<file path="config.mk">
export PLATFORM = sky130hd
export DESIGN_NAME = ram_port_arbiter
export DESIGN_NICKNAME = d
export VERILOG_FILES = /design/src/rtl/ram_arb_pkg.sv /design/src/rtl/arb_pick2.sv /design/src/rtl/ram_port_arbiter.sv
export SDC_FILE = /design/constraint.sdc
export NUM_CORES = 1
export LEC_CHECK = 0
export ABC_AREA = 1
export CAP_MARGIN = 20
export CELL_PAD_IN_SITES_DETAIL_PLACEMENT = 0
export CELL_PAD_IN_SITES_GLOBAL_PLACEMENT = 1
export CORE_ASPECT_RATIO = 1.75
export CORE_UTILIZATION = 40
export DETAILED_ROUTE_END_ITERATION = 16
export DONT_BUFFER_PORTS = 1
export PLACE_DENSITY = 0.75
export SYNTH_ARGS = -nofsm -noshare
export SYNTH_HDL_FRONTEND = slang
export SYNTH_SLANG_ARGS = --single-unit
</file>
<file path="constraint.sdc">
create_clock -name clk -period 1.28 [get_ports clk]
set_input_delay 0.064 -clock clk [delete_from_list [all_inputs] [get_ports clk]]
set_output_delay 0.064 -clock clk [all_outputs]
set_load 0.02 [all_outputs]
</file>
<file path="src/rtl/ram_arb_pkg.sv">
// ram_arb_pkg: shared types for the VGARAM port-B arbiter.
// Holds the FSM state encoding, requester IDs, tie-break policy and
// default RAM geometry.
package ram_arb_pkg;

    localparam int RAM_ADDR_W = 15;
    localparam int RAM_DATA_W = 16;

    typedef enum logic [1:0] {
        ARB_IDLE = 2'd0,
        ARB_CORE = 2'd1,
        ARB_IO   = 2'd2
    } arb_state_e;

    typedef enum logic {
        REQ_CORE = 1'b0,
        REQ_IO   = 1'b1
    } req_id_e;

    typedef enum logic {
        POL_FIXED = 1'b0,
        POL_RR    = 1'b1
    } arb_policy_e;

    function automatic req_id_e other_req(input req_id_e id);
        return (id == REQ_CORE) ? REQ_IO : REQ_CORE;
    endfunction

endpackage

</file>
<file path="src/rtl/arb_pick2.sv">
// arb_pick2: combinational two-way picker for the port-B arbiter.
// Build option: RAM_ARB_ROUND_ROBIN_EN enables the round-robin tie-break
// (the requester that did not win last time takes the tie). Without it the
// Core always takes a tie and the last_winner/policy inputs have no effect.
module arb_pick2
    import ram_arb_pkg::*;
(
    input  logic [1:0]  eligible_i,     // bit 0 = Core, bit 1 = IO
    input  req_id_e     last_winner_i,
    input  arb_policy_e policy_i,
    output req_id_e     winner_o,
    output logic        valid_o
);

`ifdef RAM_ARB_ROUND_ROBIN_EN
    localparam bit RR_BUILT = 1'b1;
`else
    localparam bit RR_BUILT = 1'b0;
`endif

    // Pick the single eligible requester, or resolve a tie by policy.
    always_comb begin
        winner_o = REQ_CORE;
        valid_o  = |eligible_i;
        case (eligible_i)
            2'b01:   winner_o = REQ_CORE;
            2'b10:   winner_o = REQ_IO;
            2'b11: begin
                if (RR_BUILT && (policy_i == POL_RR)) begin
                    winner_o = other_req(last_winner_i);
                end else begin
                    winner_o = REQ_CORE;
                end
            end
            default: winner_o = REQ_CORE;
        endcase
    end

endmodule

</file>
<file path="src/rtl/ram_port_arbiter.sv">
// ram_port_arbiter: shares VGARAM port B between the Core and the
// IOController. Port-B controls are registered; read data returns one
// cycle after a read grant with a per-requester valid strobe.
// Build option: RAM_ARB_ROUND_ROBIN_EN selects round-robin tie-break and
// builds the last_winner register; otherwise the Core wins every tie.
module ram_port_arbiter
    import ram_arb_pkg::*;
#(
    parameter int ADDR_W = RAM_ADDR_W,
    parameter int DATA_W = RAM_DATA_W
) (
    input  logic              clk,
    input  logic              rst,

    input  logic              core_req,
    input  logic              core_we,
    input  logic [ADDR_W-1:0] core_addr,
    input  logic [DATA_W-1:0] core_wdata,
    output logic              core_gnt,
    output logic              core_rvalid,
    output logic [DATA_W-1:0] core_rdata,

    input  logic              io_req,
    input  logic              io_we,
    input  logic [ADDR_W-1:0] io_addr,
    input  logic [DATA_W-1:0] io_wdata,
    output logic              io_gnt,
    output logic              io_rvalid,
    output logic [DATA_W-1:0] io_rdata,

    output logic [ADDR_W-1:0] ram_address,
    output logic [DATA_W-1:0] data_to_ram,
    output logic              web,
    input  logic [DATA_W-1:0] data_from_ram
);

    arb_state_e        state_q, state_d;
    logic              core_gnt_q, core_gnt_d;
    logic              io_gnt_q, io_gnt_d;
    logic              web_q, web_d;
    logic [ADDR_W-1:0] addr_q, addr_d;
    logic [DATA_W-1:0] wdata_q, wdata_d;
    logic              core_rvalid_q, core_rvalid_d;
    logic              io_rvalid_q, io_rvalid_d;

    logic [1:0]        eligible;
    req_id_e           winner;
    logic              win_valid;
    req_id_e           last_winner;
    arb_policy_e       policy;

    // A requester granted this cycle still shows req at the edge; mask it
    // so it cannot be granted twice for one request.
    assign eligible[0] = core_req & (state_q != ARB_CORE);
    assign eligible[1] = io_req   & (state_q != ARB_IO);

`ifdef RAM_ARB_ROUND_ROBIN_EN
    req_id_e last_winner_q, last_winner_d;

    // Remember who was granted most recently for the next tie.
    always_comb begin
        last_winner_d = last_winner_q;
        if (state_d == ARB_CORE) begin
            last_winner_d = REQ_CORE;
        end else if (state_d == ARB_IO) begin
            last_winner_d = REQ_IO;
        end
    end

    // last_winner register; resets to IO so the Core takes the first tie.
    always_ff @(posedge clk) begin
        if (rst) begin
            last_winner_q <= REQ_IO;
        end else begin
            last_winner_q <= last_winner_d;
        end
    end

    assign last_winner = last_winner_q;
    assign policy      = POL_RR;
`else
    assign last_winner = REQ_IO;
    assign policy      = POL_FIXED;
`endif

    arb_pick2 u_pick (
        .eligible_i    (eligible),
        .last_winner_i (last_winner),
        .policy_i      (policy),
        .winner_o      (winner),
        .valid_o       (win_valid)
    );

    // State register.
    always_ff @(posedge clk) begin
        if (rst) begin
            state_q <= ARB_IDLE;
        end else begin
            state_q <= state_d;
        end
    end

    // Next state: whoever the picker selects, idle when nobody is eligible.
    always_comb begin
        state_d = ARB_IDLE;
        if (win_valid) begin
            state_d = (winner == REQ_CORE) ? ARB_CORE : ARB_IO;
        end
    end

    // Output next-values: load the winner's access, hold address/data in idle,
    // and flag a read return for whoever was granted a read this cycle.
    always_comb begin
        core_gnt_d = (state_d == ARB_CORE);
        io_gnt_d   = (state_d == ARB_IO);
        addr_d     = addr_q;
        wdata_d    = wdata_q;
        web_d      = 1'b0;
        case (state_d)
            ARB_CORE: begin
                addr_d  = core_addr;
                wdata_d = core_wdata;
                web_d   = core_we;
            end
            ARB_IO: begin
                addr_d  = io_addr;
                wdata_d = io_wdata;
                web_d   = io_we;
            end
            default: begin
            end
        endcase
        core_rvalid_d = (state_q == ARB_CORE) & ~web_q;
        io_rvalid_d   = (state_q == ARB_IO)   & ~web_q;
    end

    // Output registers; reset drops any read return still in flight.
    always_ff @(posedge clk) begin
        if (rst) begin
            core_gnt_q    <= 1'b0;
            io_gnt_q      <= 1'b0;
            web_q         <= 1'b0;
            addr_q        <= '0;
            wdata_q       <= '0;
            core_rvalid_q <= 1'b0;
            io_rvalid_q   <= 1'b0;
        end else begin
            core_gnt_q    <= core_gnt_d;
            io_gnt_q      <= io_gnt_d;
            web_q         <= web_d;
            addr_q        <= addr_d;
            wdata_q       <= wdata_d;
            core_rvalid_q <= core_rvalid_d;
            io_rvalid_q   <= io_rvalid_d;
        end
    end

    assign core_gnt    = core_gnt_q;
    assign io_gnt      = io_gnt_q;
    assign web         = web_q;
    assign ram_address = addr_q;
    assign data_to_ram = wdata_q;
    assign core_rvalid = core_rvalid_q;
    assign io_rvalid   = io_rvalid_q;
    assign core_rdata  = data_from_ram;
    assign io_rdata    = data_from_ram;

endmodule

</file>
==> reports/qor.csv <==
metric,value,unit
HPWL after detailed placement,3320,µm
Max Fclk,818,MHz
All-Layer GR Usage,18.2,%
Hold Crit Class,input pin to register,
largest net degree at the start of global routing,22,
clock slew at reported path FFs,0.07,ns
Switch Pwr,0.788,mW
worst-margin pin slew,0.284,ns
Pins Over Slew Limit,0,
Static Leak,1.11,nW
cell with the most instances after synthesis,nand2_1,
CP Class,register to register,
"flops & latches, synth",36,
CP startpoint kind,register,
RSZ-0062 raised after global routing,true,
largest family of logic cells by synthesized area,simple AND/OR/NAND/NOR gates,
first-pass GRT wire length,7470,µm
post-synth cell types,15,
antenna-violating nets left,0,
count of buffers from port buffering,0,
post-synthesis cell count,288,
Pint,1.79,mW
initial core utilization,41.9,%
total grt overflow,0,
Main synth FF type,dfxtp_1,
post-synthesis compound-gate area fraction,1.13,%
async set or reset register ratio after synthesis,0,%
crit-path max cell delay,0.37,ns
clock latency on the worst-skew pair,0.28,ns
fillers,485,
vias in the first global route,1654,
Initial DRC Count,54,
clk_skew,0.00683,ns
post-layout util,46.0,%
final hold viol count,0,
first drt pass iteration count,4,
final RePlAce weighted congestion,0.773,
crit path cell chain,"inv_2, nand2_2, nand2_4, nand2_1, buf_4, nand2_1, nand3_1, nand2_1",
Final #Nets,367,
crit path max fanout,14,
Die Area,5270,µm²
Row Count,33,
mean post-synth cell area,6.91,µm²
adder-cell share of the synthesized area,0,%
ranking of synthesized cells by area,"dfxtp_1 36%, nand2_1 18%, buf_4 13%",
final wirelength,4820,µm
power share of the clock group,28.5,%
sw frac,30.6,%
Max Cap Viol,0,
H-tree depth,2,
Core Footprint,4750,µm²
Slowest cell on crit path,dfxtp_2,
post-synthesis simple-gate area fraction,40.3,%
synth cell count leaders,"97 x nand2_1, 36 x dfxtp_1, 34 x buf_4, 33 x inv_1, 33 x nand3_1",
CP endpoint kind,register,
CTS sink cnt,36,
share of post-route cells with drive strength above 1,9.89,%
area of the multi-input gates,841,µm²
Area Overhead vs Synth,9.69,%
root buf cell,clkbuf_8,
Mapped Nets,372,
top-area cell type share of the netlist area,36.2,%
Final setup viols,0,
DR DRC count,0,
Mapped Area,1990,µm²
Post-CTS Setup Bufs,0,
Avg Vias per Cell,5.01,
Chip Width,55.3,µm
CTS tree,built,
Pwr Density,1180,nW/µm²
WP data required,1.45,ns
status,completed,
io pins,152,
Vias,1683,
crit path DAT,1.39,ns
maximum vdd ir drop,0.813,mV
CTS Buf Count,5,
DR WL/cell,14.3,µm
"Seq/Total Area, Yosys",36.2,%
chip height,95.3,µm
mux cell area share after synthesis,0,%
Max-slew headroom,81.0,%
Tcrit/Tclk final,95.5,%
Post-Synth XOR/XNOR Area,0,%
Synth area leader,dfxtp_1,
YS warnings,0,
sequential power share,54.9,%
post-layout worst setup margin,0.0575,ns
pre-CTS setup slack,0.0628,ns
sequential cell area,722,µm²
Comb pwr share,16.6,%
CP most frequent cell,nand2_1,
Max Buffers Root-to-Sink,2,
initial antenna violation count,0,
"EDFF count, synth",0,
min Tclk post-route,1.22,ns
==> stage by stage <==
step	area [µm²]	instances	power [mW]	TNS [ns]	hold slack, ns
after floorplan	1990	288	1.84	0	0.129
after global placement	1850	306	1.80	0	0.128
after detailed placement	1850	306	1.80	0	0.128
after CTS	2140	334	2.60	0	0.00165
after global routing	2180	335	2.74	-0.170	0.00178
final	2180	336	2.58	0	0.00606
==> layer usage <==
metal  wire (µm)  vias to the layer above  global-route usage (%)  share of wire (%)
li1            -                      843                       -                  -
met1        1680                      763                    16.1                 35
met2        2740                       69                    35.8                 57
met3         323                        8                    5.02                6.7
met4          76                        0                    10.8                1.6
met5           0                        -                       0                  0
==> state kept, by name, summed over array words and instances (netlist names) <==
name         flops
core_rvalid      1
io_rvalid        1
state_q          2
data_to_ram     16
ram_address     15
web              1
==> final cells by class <==
| cell class | instances | area share (%) |
|---|---|---|
| clock inverter | 1 | 0.229 |
| sequential | 36 | 33.1 |
| multi-input combinational | 171 | 38.5 |
| antenna | 1 | 0.115 |
| clock buffer | 6 | 3.33 |
| inverter | 34 | 5.85 |
| tap | 52 | 2.98 |
| timing repair buffer | 35 | 15.9 |
==> final timing paths <==
| path | startpoint | end | slack (ns) | depth (start not counted) |
|---|---|---|---|---|
| worst max register to register | state_q[1] | ram_address[4] | 0.06 | 8 |
| worst min-delay path | core_addr[3] | ram_address[3] | 0.006 | 4 |
| worst max-delay path | state_q[1] | ram_address[4] | 0.06 | 8 |
| worst min register to register | state_q[0] | core_rvalid | 0.53 | 2 |
==> worst max-delay path, delay by kind of cell (launching register included) <==
family	cells	cell delay (ns)
flops	1	0.37
buf+inv	2	0.25
simple gates	6	0.50
==> placed cells by master, fill, tap and decap left out, types with 5 or more instances in the layout <==
cell type / netlist / layout
nand3b_1: 31 / 31
nand3_1: 33 / 33
clkbuf_8: 0 / 5
inv_1: 33 / 33
nand2_1: 97 / 96
dfxtp_1: 36 / 35
dlygate4sd3_1: 0 / 21
buf_6: 0 / 5
buf_4: 34 / 8
==> what timing repair did <==
item | 4_1_cts | 5_1_grt
resized for setup | 0 | 10
setup endpoints to repair | 0 | 19
endpoints found under the hold margin | 22 | 0
hold buffers | 21 | 0
==> power by group through the flow <==
stage          Sequential, mW  Clock (mW)  Combinational (mW)
2_1_floorplan            1.42           0               0.415
3_3_place_gp             1.44           0               0.354
3_5_place_dp             1.44           0               0.360
4_1_cts                  1.42       0.772               0.413
5_1_grt                  1.43       0.826               0.485
6_report                 1.41       0.735               0.428
==> cell families (layout without fill, tap and decap cells) <==
kind of cell	after synthesis	after routing
compound gates	3	3
other cells	0	1
simple gates	168	168
flops	36	36
buf+inv	81	76
No activity file was read; power rests on OpenSTA's default activity.
